--- config.mk ---
export PLATFORM = sky130hd
export DESIGN_NAME = muldiv_unit
export DESIGN_NICKNAME = d
export VERILOG_FILES = /design/src/rtl/muldiv_types.sv /design/src/rtl/cond_negate.sv /design/src/rtl/muldiv_unit.sv
export SDC_FILE = /design/constraint.sdc
export NUM_CORES = 1
export LEC_CHECK = 0
export BUFFER_PORTS_ARGS = -buffer_cell sky130_fd_sc_hd__buf_2
export CAP_MARGIN = 30
export CORE_ASPECT_RATIO = 0.5
export CORE_MARGIN = 2
export CORE_UTILIZATION = 55
export DETAILED_ROUTE_END_ITERATION = 6
export GPL_TIMING_DRIVEN = 0
export HOLD_SLACK_MARGIN = 0.06
export PLACE_DENSITY_LB_ADDON = 0.25
export SLEW_MARGIN = 20
export SYNTH_ARGS = -nofsm -noshare
export SYNTH_HDL_FRONTEND = slang
export SYNTH_SLANG_ARGS = --single-unit
--- constraint.sdc ---
create_clock -name clk -period 4 [get_ports clk]
set_input_delay 0.8 -clock clk [delete_from_list [all_inputs] [get_ports clk]]
set_output_delay 0.8 -clock clk [all_outputs]
set_load 0.02 [all_outputs]
--- src/rtl/muldiv_types.sv ---
// Shared types and constants for the iterative RV32M multiply/divide unit.
// Contents: operation encoding, FSM state encoding, width and special-result constants.
package muldiv_types;

  localparam int unsigned MULDIV_N  = 32;
  localparam int unsigned MULDIV_CW = $clog2(MULDIV_N);

  // Quotient returned for a divide by zero.
  localparam logic [MULDIV_N-1:0] MULDIV_DIV0_Q = {MULDIV_N{1'b1}};
  // Most negative signed value; dividend of the signed-overflow case.
  localparam logic [MULDIV_N-1:0] MULDIV_MIN_NEG = {1'b1, {(MULDIV_N-1){1'b0}}};

  typedef enum logic [2:0] {
    OP_MUL    = 3'd0,
    OP_MULH   = 3'd1,
    OP_MULHSU = 3'd2,
    OP_MULHU  = 3'd3,
    OP_DIV    = 3'd4,
    OP_DIVU   = 3'd5,
    OP_REM    = 3'd6,
    OP_REMU   = 3'd7
  } muldiv_op_t;

  typedef enum logic [1:0] {
    IDLE = 2'd0,
    CALC = 2'd1,
    FIX  = 2'd2,
    DONE = 2'd3
  } muldiv_state_t;

endpackage

--- src/rtl/cond_negate.sv ---
// Conditional two's-complement negate.
// Ports: negate - invert sign when high; value - W-bit input; result_c - combinational W-bit output.
module cond_negate #(
  parameter int unsigned W = 32
) (
  input  logic         negate,
  input  logic [W-1:0] value,
  output logic [W-1:0] result_c
);

  assign result_c = negate ? (~value + W'(1)) : value;

endmodule

--- src/rtl/muldiv_unit.sv ---
// Iterative RV32M multiply/divide unit: one bit per cycle shift-add multiply and
// restoring shift-subtract divide, with valid/ready handshakes on request and result.
// Optional build macro: MULDIV_EARLY_OUT_EN - trivial cases (divide by zero, signed
// overflow, multiply by zero) go straight from IDLE to DONE.
// Ports:
//   clk, rst            clock, synchronous active-high reset
//   i_valid / o_ready   request handshake; i_op, i_a, i_b captured at accept
//   o_valid / i_ready   result handshake; o_result held while o_valid is high
//   o_busy              high in every state except IDLE
module muldiv_unit
  import muldiv_types::*;
(
  input  logic                clk,
  input  logic                rst,
  input  logic                i_valid,
  output logic                o_ready,
  input  logic [2:0]          i_op,
  input  logic [MULDIV_N-1:0] i_a,
  input  logic [MULDIV_N-1:0] i_b,
  output logic                o_valid,
  input  logic                i_ready,
  output logic [MULDIV_N-1:0] o_result,
  output logic                o_busy
);

  localparam int unsigned N  = MULDIV_N;
  localparam int unsigned CW = MULDIV_CW;

  muldiv_state_t     state;
  muldiv_op_t        op_q;
  logic [CW-1:0]     cnt;
  // Multiply: running product. Divide: remainder in the upper half, dividend/quotient in the lower.
  logic [2*N-1:0]    prod;
  // Multiply: |a| (the addend). Divide: |b| (the divisor).
  logic [N-1:0]      addend_q;
  logic              neg_res_q;
  logic              neg_rem_q;
  logic              spec_q;
  logic [N-1:0]      res_q;

  // Request decode and operand absolute values.
  logic              is_mul_c;
  logic              a_signed_c;
  logic              b_signed_c;
  logic              a_neg_c;
  logic              b_neg_c;
  logic [N-1:0]      a_abs_c;
  logic [N-1:0]      b_abs_c;
  logic              ovf_c;
  logic              spec_c;
  logic [N-1:0]      spec_val_c;

  always_comb begin
    is_mul_c   = ~i_op[2];
    a_signed_c = (i_op == OP_MUL) || (i_op == OP_MULH) || (i_op == OP_MULHSU) ||
                 (i_op == OP_DIV) || (i_op == OP_REM);
    b_signed_c = (i_op == OP_MUL) || (i_op == OP_MULH) ||
                 (i_op == OP_DIV) || (i_op == OP_REM);
    a_neg_c    = a_signed_c && i_a[N-1];
    b_neg_c    = b_signed_c && i_b[N-1];
    ovf_c      = ((i_op == OP_DIV) || (i_op == OP_REM)) &&
                 (i_a == MULDIV_MIN_NEG) && (i_b == {N{1'b1}});
    spec_c     = is_mul_c ? ((i_a == '0) || (i_b == '0)) : ((i_b == '0) || ovf_c);
    spec_val_c = '0;
    if (!is_mul_c) begin
      if (i_b == '0) spec_val_c = i_op[1] ? i_a : MULDIV_DIV0_Q;
      else if (ovf_c) spec_val_c = i_op[1] ? '0 : MULDIV_MIN_NEG;
    end
  end

  cond_negate #(.W(N)) u_abs_a (.negate(a_neg_c), .value(i_a), .result_c(a_abs_c));
  cond_negate #(.W(N)) u_abs_b (.negate(b_neg_c), .value(i_b), .result_c(b_abs_c));

  // One iteration of each datapath.
  logic [N:0]        mul_sum_c;
  logic [2*N-1:0]    mul_step_c;
  logic [N:0]        rem_shift_c;
  logic [N:0]        div_trial_c;
  logic [2*N-1:0]    div_step_c;

  always_comb begin
    mul_sum_c   = {1'b0, prod[2*N-1:N]} + {1'b0, addend_q};
    mul_step_c  = prod[0] ? {mul_sum_c, prod[N-1:1]} : {1'b0, prod[2*N-1:1]};
    rem_shift_c = {prod[2*N-1:N], prod[N-1]};
    div_trial_c = rem_shift_c - {1'b0, addend_q};
    // Borrow out of the trial subtract means the divisor did not fit: restore.
    if (!div_trial_c[N]) div_step_c = {div_trial_c[N-1:0], prod[N-2:0], 1'b1};
    else                 div_step_c = {rem_shift_c[N-1:0], prod[N-2:0], 1'b0};
  end

  // Sign fix: remainders and quotients are zero-extended into the 2N-bit negator.
  logic              fix_en_c;
  logic [2*N-1:0]    fix_in_c;
  logic [2*N-1:0]    fix_out_c;
  logic [N-1:0]      fix_sel_c;

  always_comb begin
    fix_en_c = neg_res_q;
    fix_in_c = prod;
    if (op_q[2]) begin
      if (op_q[1]) begin
        fix_en_c = neg_rem_q;
        fix_in_c = {{N{1'b0}}, prod[2*N-1:N]};
      end else begin
        fix_in_c = {{N{1'b0}}, prod[N-1:0]};
      end
    end
  end

  cond_negate #(.W(2*N)) u_fix (.negate(fix_en_c), .value(fix_in_c), .result_c(fix_out_c));

  assign fix_sel_c = (op_q[2] || (op_q == OP_MUL)) ? fix_out_c[N-1:0] : fix_out_c[2*N-1:N];

  // Control FSM and datapath registers.
  always_ff @(posedge clk) begin
    if (rst) begin
      state     <= IDLE;
      op_q      <= OP_MUL;
      cnt       <= '0;
      prod      <= '0;
      addend_q  <= '0;
      neg_res_q <= 1'b0;
      neg_rem_q <= 1'b0;
      spec_q    <= 1'b0;
      res_q     <= '0;
      o_ready   <= 1'b1;
      o_valid   <= 1'b0;
      o_busy    <= 1'b0;
      o_result  <= '0;
    end else begin
      case (state)
        IDLE: begin
          if (i_valid) begin
            op_q      <= muldiv_op_t'(i_op);
            cnt       <= CW'(N-1);
            addend_q  <= is_mul_c ? a_abs_c : b_abs_c;
            prod      <= {{N{1'b0}}, (is_mul_c ? b_abs_c : a_abs_c)};
            neg_res_q <= a_neg_c ^ b_neg_c;
            neg_rem_q <= a_neg_c;
            spec_q    <= spec_c;
            res_q     <= spec_val_c;
            o_ready   <= 1'b0;
            o_busy    <= 1'b1;
`ifdef MULDIV_EARLY_OUT_EN
            state     <= spec_c ? DONE : CALC;
`else
            state     <= CALC;
`endif
          end
        end
        CALC: begin
          prod <= op_q[2] ? div_step_c : mul_step_c;
          cnt  <= cnt - 1'b1;
          if (cnt == '0) state <= FIX;
        end
        FIX: begin
          // Special cases keep the value chosen at accept so both builds agree.
          if (!spec_q) res_q <= fix_sel_c;
          state <= DONE;
        end
        DONE: begin
          if (!o_valid) begin
            o_valid  <= 1'b1;
            o_result <= res_q;
          end else if (i_ready) begin
            o_valid <= 1'b0;
            o_ready <= 1'b1;
            o_busy  <= 1'b0;
            state   <= IDLE;
          end
        end
        default: state <= IDLE;
      endcase
    end
  end

endmodule

Word-level counts from Yosys, hierarchy flattened
Index checks and enable logic that the tools add are counted.
{"block": "word_totals", "out_inout_bits": 35, "inputBits": 71, "regBits": 176, "elab_cells": 108}
{"block": "op_classes", "n_eq_ne": 14, "bitwise_logic": 5, "mux": 41, "n_reduce_logical": 29, "n_addsub": 6}
{"operator": "32-bit two-way mux", "n": 13}
{"operator": "64-bit two-way mux", "n": 6}
{"operator": "64-bit case mux with 2 select lines", "n": 1}
{"operator": "32-bit by 1-bit adder with 32-bit output, second input constant", "n": 2}
{"operator": "64-bit by 1-bit adder with 64-bit output, second input constant", "n": 1}
{"operator": "32-bit equality test, second input constant", "n": 2}
{"operator": "32-bit logical NOT", "n": 2}
{"operator": "32-bit NOT", "n": 2}
{"operator": "64-bit NOT", "n": 1}
{"operator": "32-bit case mux with 2 select lines", "n": 1}
{"operator": "32-bit by 32-bit adder with 33-bit output", "n": 1}
{"operator": "33-bit by 32-bit subtractor with 33-bit output", "n": 1}
{"operator": "1-bit two-way mux", "n": 11}
{"operator": "1-bit logical OR", "n": 10}
{"operator": "2-bit inequality test, second input constant", "n": 5}
{"operator": "5-bit case mux with 2 select lines", "n": 1}
{"operator": "2-bit two-way mux", "n": 4}
{"operator": "2-bit case mux with 4 select lines", "n": 1}
{"operator": "4-bit AND reduction", "n": 2}
{"operator": "3-bit equality test, second input constant", "n": 2}
{"operator": "3-bit logical NOT", "n": 2}
{"operator": "2-bit AND reduction", "n": 3}
{"operator": "2-bit nonzero test", "n": 3}
{"operator": "5-bit logical NOT", "n": 1}
{"operator": "12 further kinds", "n": 17}

Logic depth before layout (Yosys ltp)
{"block": "logic_depth", "depth_word": 10, "ltp_mapped": 18, "depth_no_buf": 12}

Cells and area by module
Synthesis repeated with hierarchy kept, for this count alone.
{"block": "hier_totals", "cells_unflattened": 2098, "hier_area_um2": 16442.0}
{"module": "muldiv_unit", "area_each_um2": 13238.9, "seq_area_each_um2": 3523.4, "cells_each": 1694, "n_inst": 1}
{"module": "cond_negate at u_fix", "area_each_um2": 1649.1, "seq_area_each_um2": 0.0, "cells_each": 206, "n_inst": 1}
{"module": "cond_negate at u_abs_a ...", "area_each_um2": 777.0, "seq_area_each_um2": 0.0, "cells_each": 99, "n_inst": 2}

Least setup slack after synthesis
Ideal clock, no wire load.
{"block": "synth_path", "path_kind": "reg-to-reg", "from": "reg op_q[1]", "to": "reg res_q[20]", "stages_incl_launch_ff": 19, "setup_ns": 0.132, "n_path_buf": 6, "required_time_ns": 3.868, "period_less_slack_ns": 4.345, "path_slack_ns": -0.345, "arrival_ns": 4.213, "path_cell_list": "dfxtp_1 buf_6 and2_4 buf_6 buf_6 buf_2 buf_1 buf_1 mux2i_1 ha_1 inv_1 a211oi_1 and4bb_1 nor4b_2 nand4b_1 o41ai_2 xnor2_1 a211oi_1 nor3_1"}
{"block": "synth_between", "elab_chain_len": 8, "word_cells_on_any_way": 12, "cone_classes": "add/sub: 1; mux: 8; bitwise: 1; reduce/logical: 2"}
{"element": "start, declared", "line": "muldiv_unit.sv:30", "source": "muldiv_op_t op_q;"}
{"element": "start signal, assigned", "line": "muldiv_unit.sv:134", "source": "op_q <= muldiv_op_t'(i_op);"}
{"element": "32-bit two-way mux", "line": "muldiv_unit.sv:101", "source": "if (op_q[1]) begin"}
{"element": "64-bit two-way mux", "line": "muldiv_unit.sv:100", "source": "if (op_q[2]) begin"}
{"element": "64-bit NOT", "line": "cond_negate.sv:11", "source": "assign result_c = negate ? (~value + W'(1)) : value;"}
{"element": "64-bit by 1-bit adder with 64-bit output", "line": "cond_negate.sv:11"}
{"element": "64-bit two-way mux", "line": "cond_negate.sv:11"}
{"element": "32-bit two-way mux (*)", "line": "muldiv_unit.sv:112", "source": "assign fix_sel_c = (op_q[2] || (op_q == OP_MUL)) ? fix_out_c[N-1:0] : fix_out_c[2*N-1:N];"}
{"element": "32-bit two-way mux (*)", "line": "muldiv_unit.sv:158", "source": "if (!spec_q) res_q <= fix_sel_c;"}
{"element": "32-bit case mux with 2 select lines (*)", "line": "muldiv_unit.sv:131", "source": "case (state)"}
{"element": "end signal, assigned", "line": "muldiv_unit.sv:141", "source": "res_q <= spec_val_c;"}
{"element": "end signal, assigned", "line": "muldiv_unit.sv:158"}
{"element": "end, declared", "line": "muldiv_unit.sv:39", "source": "logic [N-1:0] res_q;"}
Mark *: on every way between the ends. The rest lies on a longest branch, timed or not. The select of a mux whose other input is x is not followed.
A chain may end at the register's enable or synchronous reset.

Worst setup path in the final report
{"block": "layout_path", "from": "reg prod[41]", "to": "reg res_q[7]"}
{"block": "layout_between", "elab_chain_len": 8}
{"element": "start, declared", "line": "muldiv_unit.sv:33", "source": "logic [2*N-1:0] prod;"}
{"element": "start signal, assigned", "line": "muldiv_unit.sv:137", "source": "prod <= {{N{1'b0}}, (is_mul_c ? b_abs_c : a_abs_c)};"}
{"element": "start signal, assigned", "line": "muldiv_unit.sv:152", "source": "prod <= op_q[2] ? div_step_c : mul_step_c;"}
{"element": "32-bit two-way mux", "line": "muldiv_unit.sv:101"}
{"element": "64-bit two-way mux", "line": "muldiv_unit.sv:100"}
{"element": "64-bit NOT", "line": "cond_negate.sv:11"}
{"element": "64-bit by 1-bit adder with 64-bit output", "line": "cond_negate.sv:11"}
{"element": "64-bit two-way mux", "line": "cond_negate.sv:11"}
{"element": "32-bit two-way mux", "line": "muldiv_unit.sv:112"}
{"element": "32-bit two-way mux", "line": "muldiv_unit.sv:158"}
{"element": "32-bit case mux with 2 select lines", "line": "muldiv_unit.sv:131"}
No other way between the ends. The select of a mux whose other input is x is not followed.

==> impl_summary.md <==
Status
The flow ran to the end, but the final reports show violations. The final reports fail on DRC, setup timing.

Drt
The first-iteration detailed-routing DRC count is 3264. The mean number of vias per cell is 6.99. The overall routed net length is 79800 microns.

The number of nets with antenna violations after detailed routing is 0. For this block, the via count after detailed routing is 19871. The first TritonRoute pass finished after 7 iterations. The residual DRC count is 11.

In the final routed layout, each cell accounts on average for 28.1 microns.

Setup path
The sort of element at the end of the critical path is a register. The worst register-to-register path has a depth of 10. The data required time of the critical path is 4.32 ns.

The worst setup path is launched from a register. Data on the critical path arrives at its endpoint at 4.42 ns. The largest fanout on the critical path is 9. The critical path is of the register to register type.

Clocking
Clock-pin slew was measured on the worst setup and hold paths at 0.09 ns. The root buffer selected by CTS is sky130_fd_sc_hd__clkbuf_16. The clock sink count is 176. The TritonCTS clock tree is yes. The longest clock path from root to sink contains 2 buffers. The number of buffers created by CTS is 17.

The clock insertion delay at the later pin of the skew report is 0.47 ns. The H-tree depth reported by CTS is 4. The cts-stage hold buffer count is 0.

STA
For the final routed database, the setup TNS stands at -0.120 ns. After layout, the worst path uses 102% of the clock period. The slack of the critical path is -0.0985 ns. The total count of hold-check failures in the final report was 0.

Setup repair after global routing left no endpoint under its margin. Headroom to the max-slew limit came out at 24.8%. The setup clock skew after layout is 0.0145 ns. The fmax is 244 MHz. The final count of pins violating max slew came to 0. The worst path in the final design needs a cycle of 4.10 ns, including I/O delays and setup. The actual transition at the worst max-transition pin is 1.12 ns. Setup violations remaining at the end of the flow were counted as 2.

Logic synthesis
Synthesis produced 2301 cells. The fraction of the yosys area taken by sequential cells is 21.4%. Yosys attributes the largest share of cell area to sky130_fd_sc_hd__dfxtp_1 21%, sky130_fd_sc_hd__a21oi_1 6.5%, sky130_fd_sc_hd__nand2_1 6.0%.

The most repeated cell in the gate-level netlist after synthesis is sky130_fd_sc_hd__nand2_1. The proportion of synthesized flip-flops having asynchronous set or reset is 0%. The distinct cell type count of the synthesized netlist is 88. The commonest cells after synthesis are 265 x sky130_fd_sc_hd__nand2_1, 223 x sky130_fd_sc_hd__nor2_1, 213 x sky130_fd_sc_hd__a21oi_1.

The number of enable-type register cells in the synthesized netlist is 0. Summed over all instances, the cell type with the most area after synthesis is sky130_fd_sc_hd__dfxtp_1. Counting every net in the synthesized netlist gives 2448. The synthesized design contains 176 register bits. The number of warnings reported in the yosys synthesis log is 0. Dividing the synthesized area by the synthesized cell count gives 7.15 sq um. Among all flip-flop cells after synthesis, the most frequent one is sky130_fd_sc_hd__dfxtp_1. Summing every instance area after synthesis gives 16500 sq um. In this run the biggest area consumer among cell types represents 21.4% of the synthesized area.

Place
Routability-driven placement finished with a final weighted congestion of 1.13. After detailed placement, the design holds a cell count of 2796. The count of buffers inserted at the top-level ports is 104. The cell area reported after detailed placement is 17500 sq um.

After legalization and detailed placement, the total HPWL measured 64300 microns.

Cells and area
Summing all non-filler instances in the final layout gives an area of 18400 sq um. Cells fill 63.1% of the core in the end. Cells with a size suffix above 1 make up 11.2% of the layout.

The final-layout fill cell count is 2718. The finished layout holds 2844 standard cells, fillers aside. The area growth from synthesis to layout is 12.0%. After the last flow step, the layout net total stands at 2584.

Pwr
For this design the total switching power over the nets is 7.19 mW. Cell internal power was estimated by the tool at 5.85 mW. The share of power burned in combinational logic is 63.7%. The worst-case IR drop observed on VDD is 0.415 mV. The power density over the cells is 707 nW/um^2.

Of the total power, the share spent switching nets is 55.2%. The static leakage is 7.04 nW. The clock network accounts for 13.3% of the total power. The final total power is 13.0 mW. Sequential cells burn 23.1% of the power.

Global routing
The number of global-route vias before repair was 17734. The number of antenna violations at the first check in global routing was 5. Global routing consumed, over all layers together, 49.8% of the routing resources. Summed over all layers, the global routing overflow is 0.

The first global-routing pass estimated 116000 microns of wire. The largest net degree at the start of global routing is 20.

Min path
The cell count of the worst hold path is 2. The tightest min-delay check is of the register to register type.

Floorplan
For this configuration, the core starts out at a cell density of 56.3%. The x dimension of the die is 249 microns. In this run the core area contains 44 standard-cell rows.

The I/O pin total is 106. The die covers 31400 sq um. The area of the core is 29200 sq um.

The die is 126 microns tall.

Flow run
Across the run, the number of max-cap violations was 0.
## kinds of logic after synthesis
group | count (synthesis) | share of synthesized area (%)
simple gates | 813 | 23.6
compound gates | 744 | 29.1
xor+xnor | 156 | 8.30
mux | 92 | 5.88
flops | 176 | 21.4
fa+ha+maj | 76 | 5.87
buf+inv | 244 | 5.84
## worst paths after layout
kind | startpoint | endpoint | slack (ns)
worst max register to register | prod[41]$_SDFFE_PP0P_ | res_q[7]$_SDFFE_PP0P_ | -0.1
worst max-delay path | prod[41]$_SDFFE_PP0P_ | res_q[7]$_SDFFE_PP0P_ | -0.1
worst min-delay path | o_result[7]$_SDFFE_PP0P_ | o_result[7]$_SDFFE_PP0P_ | 0.45
worst min register to register | o_result[7]$_SDFFE_PP0P_ | o_result[7]$_SDFFE_PP0P_ | 0.45
## stage by stage
stage,setup WS (ns),hold WS [ns]
after floorplan,0.0291,0.429
after global placement,-1.40,0.439
after detailed placement,-1.38,0.444
after CTS,0.00119,0.454
after global routing,0.00522,0.476
final,-0.0985,0.453
## metal layers
layer	global-route usage [%]	routed length, microns	vias to the layer above
li1	-	-	8703
met1	68.7	33000	9291
met2	63.6	28000	1598
met3	27.1	15300	271
met4	17.0	3250	8
met5	6.17	304	-
## power by group through the flow
stage          clock (mW)  sequential [mW]  combinational (mW)
3_3_place_gp            0             2.93                7.40
4_1_cts              1.71             2.90                7.68
5_1_grt              1.78             3.00                8.74
3_5_place_dp            0             2.93                7.45
2_1_floorplan           0             2.58                5.20
6_report             1.73             3.01                8.30
## layout by cell type (no fill, tap or decap), drive strengths merged, types with 15 or more instances in the layout
cell	netlist	final
nand2	266	266
nor2	223	223
a21oi	213	213
dfxtp	176	176
o21ai	165	165
clkbuf	143	162
buf	25	140
nor3	96	96
inv	74	84
a211oi	82	82
xnor2	81	81
xor2	75	75
ha	74	74
mux2i	55	55
o211ai	50	50
mux2	37	37
nand3	34	34
a21o	26	26
or3	23	23
nand4	23	23
a31oi	22	22
o31ai	21	21
nand2b	20	20
and2	20	20
nor4	18	18
o22ai	15	15
## sequential cells by signal (all words and copies together) (netlist names), 2 cells and up
name	flops
prod	64
addend_q	32
o_result	32
res_q	32
cnt	5
op_q	3
state	2
## what timing repair did
action | in CTS | in global routing
endpoints found under the setup margin | 48 | 54
setup buffers | 9 | 3
gates resized for setup | 34 | 34
gates cloned | 0 | 0
pin swaps | 4 | 3
## layout make-up
class	instances	area [sq um]	area share (%)
multi-input combinational	1881	12200	66.1
sequential	176	3530	19.1
buffer	165	704	3.82
timing repair buffer	120	651	3.53
tap	391	489	2.65
clock buffer	18	429	2.33
inverter	76	285	1.55
clock inverter	14	158	0.855
antenna	3	7.51	0.0407
## critical path, cell delays in order, from the launching register on
cell and delay [ns]:
sky130_fd_sc_hd__dfxtp_1 0.35, sky130_fd_sc_hd__clkbuf_1 0.35, sky130_fd_sc_hd__nor4bb_2 0.64, sky130_fd_sc_hd__o22ai_1 0.25
sky130_fd_sc_hd__nor4_4 0.35, sky130_fd_sc_hd__nand4_2 0.27, sky130_fd_sc_hd__or3_4 0.49, sky130_fd_sc_hd__nand2_1 0.09
sky130_fd_sc_hd__xnor2_1 0.15, sky130_fd_sc_hd__a221oi_1 0.82, sky130_fd_sc_hd__a211oi_1 0.17
Power figures use the tool's default switching activity.
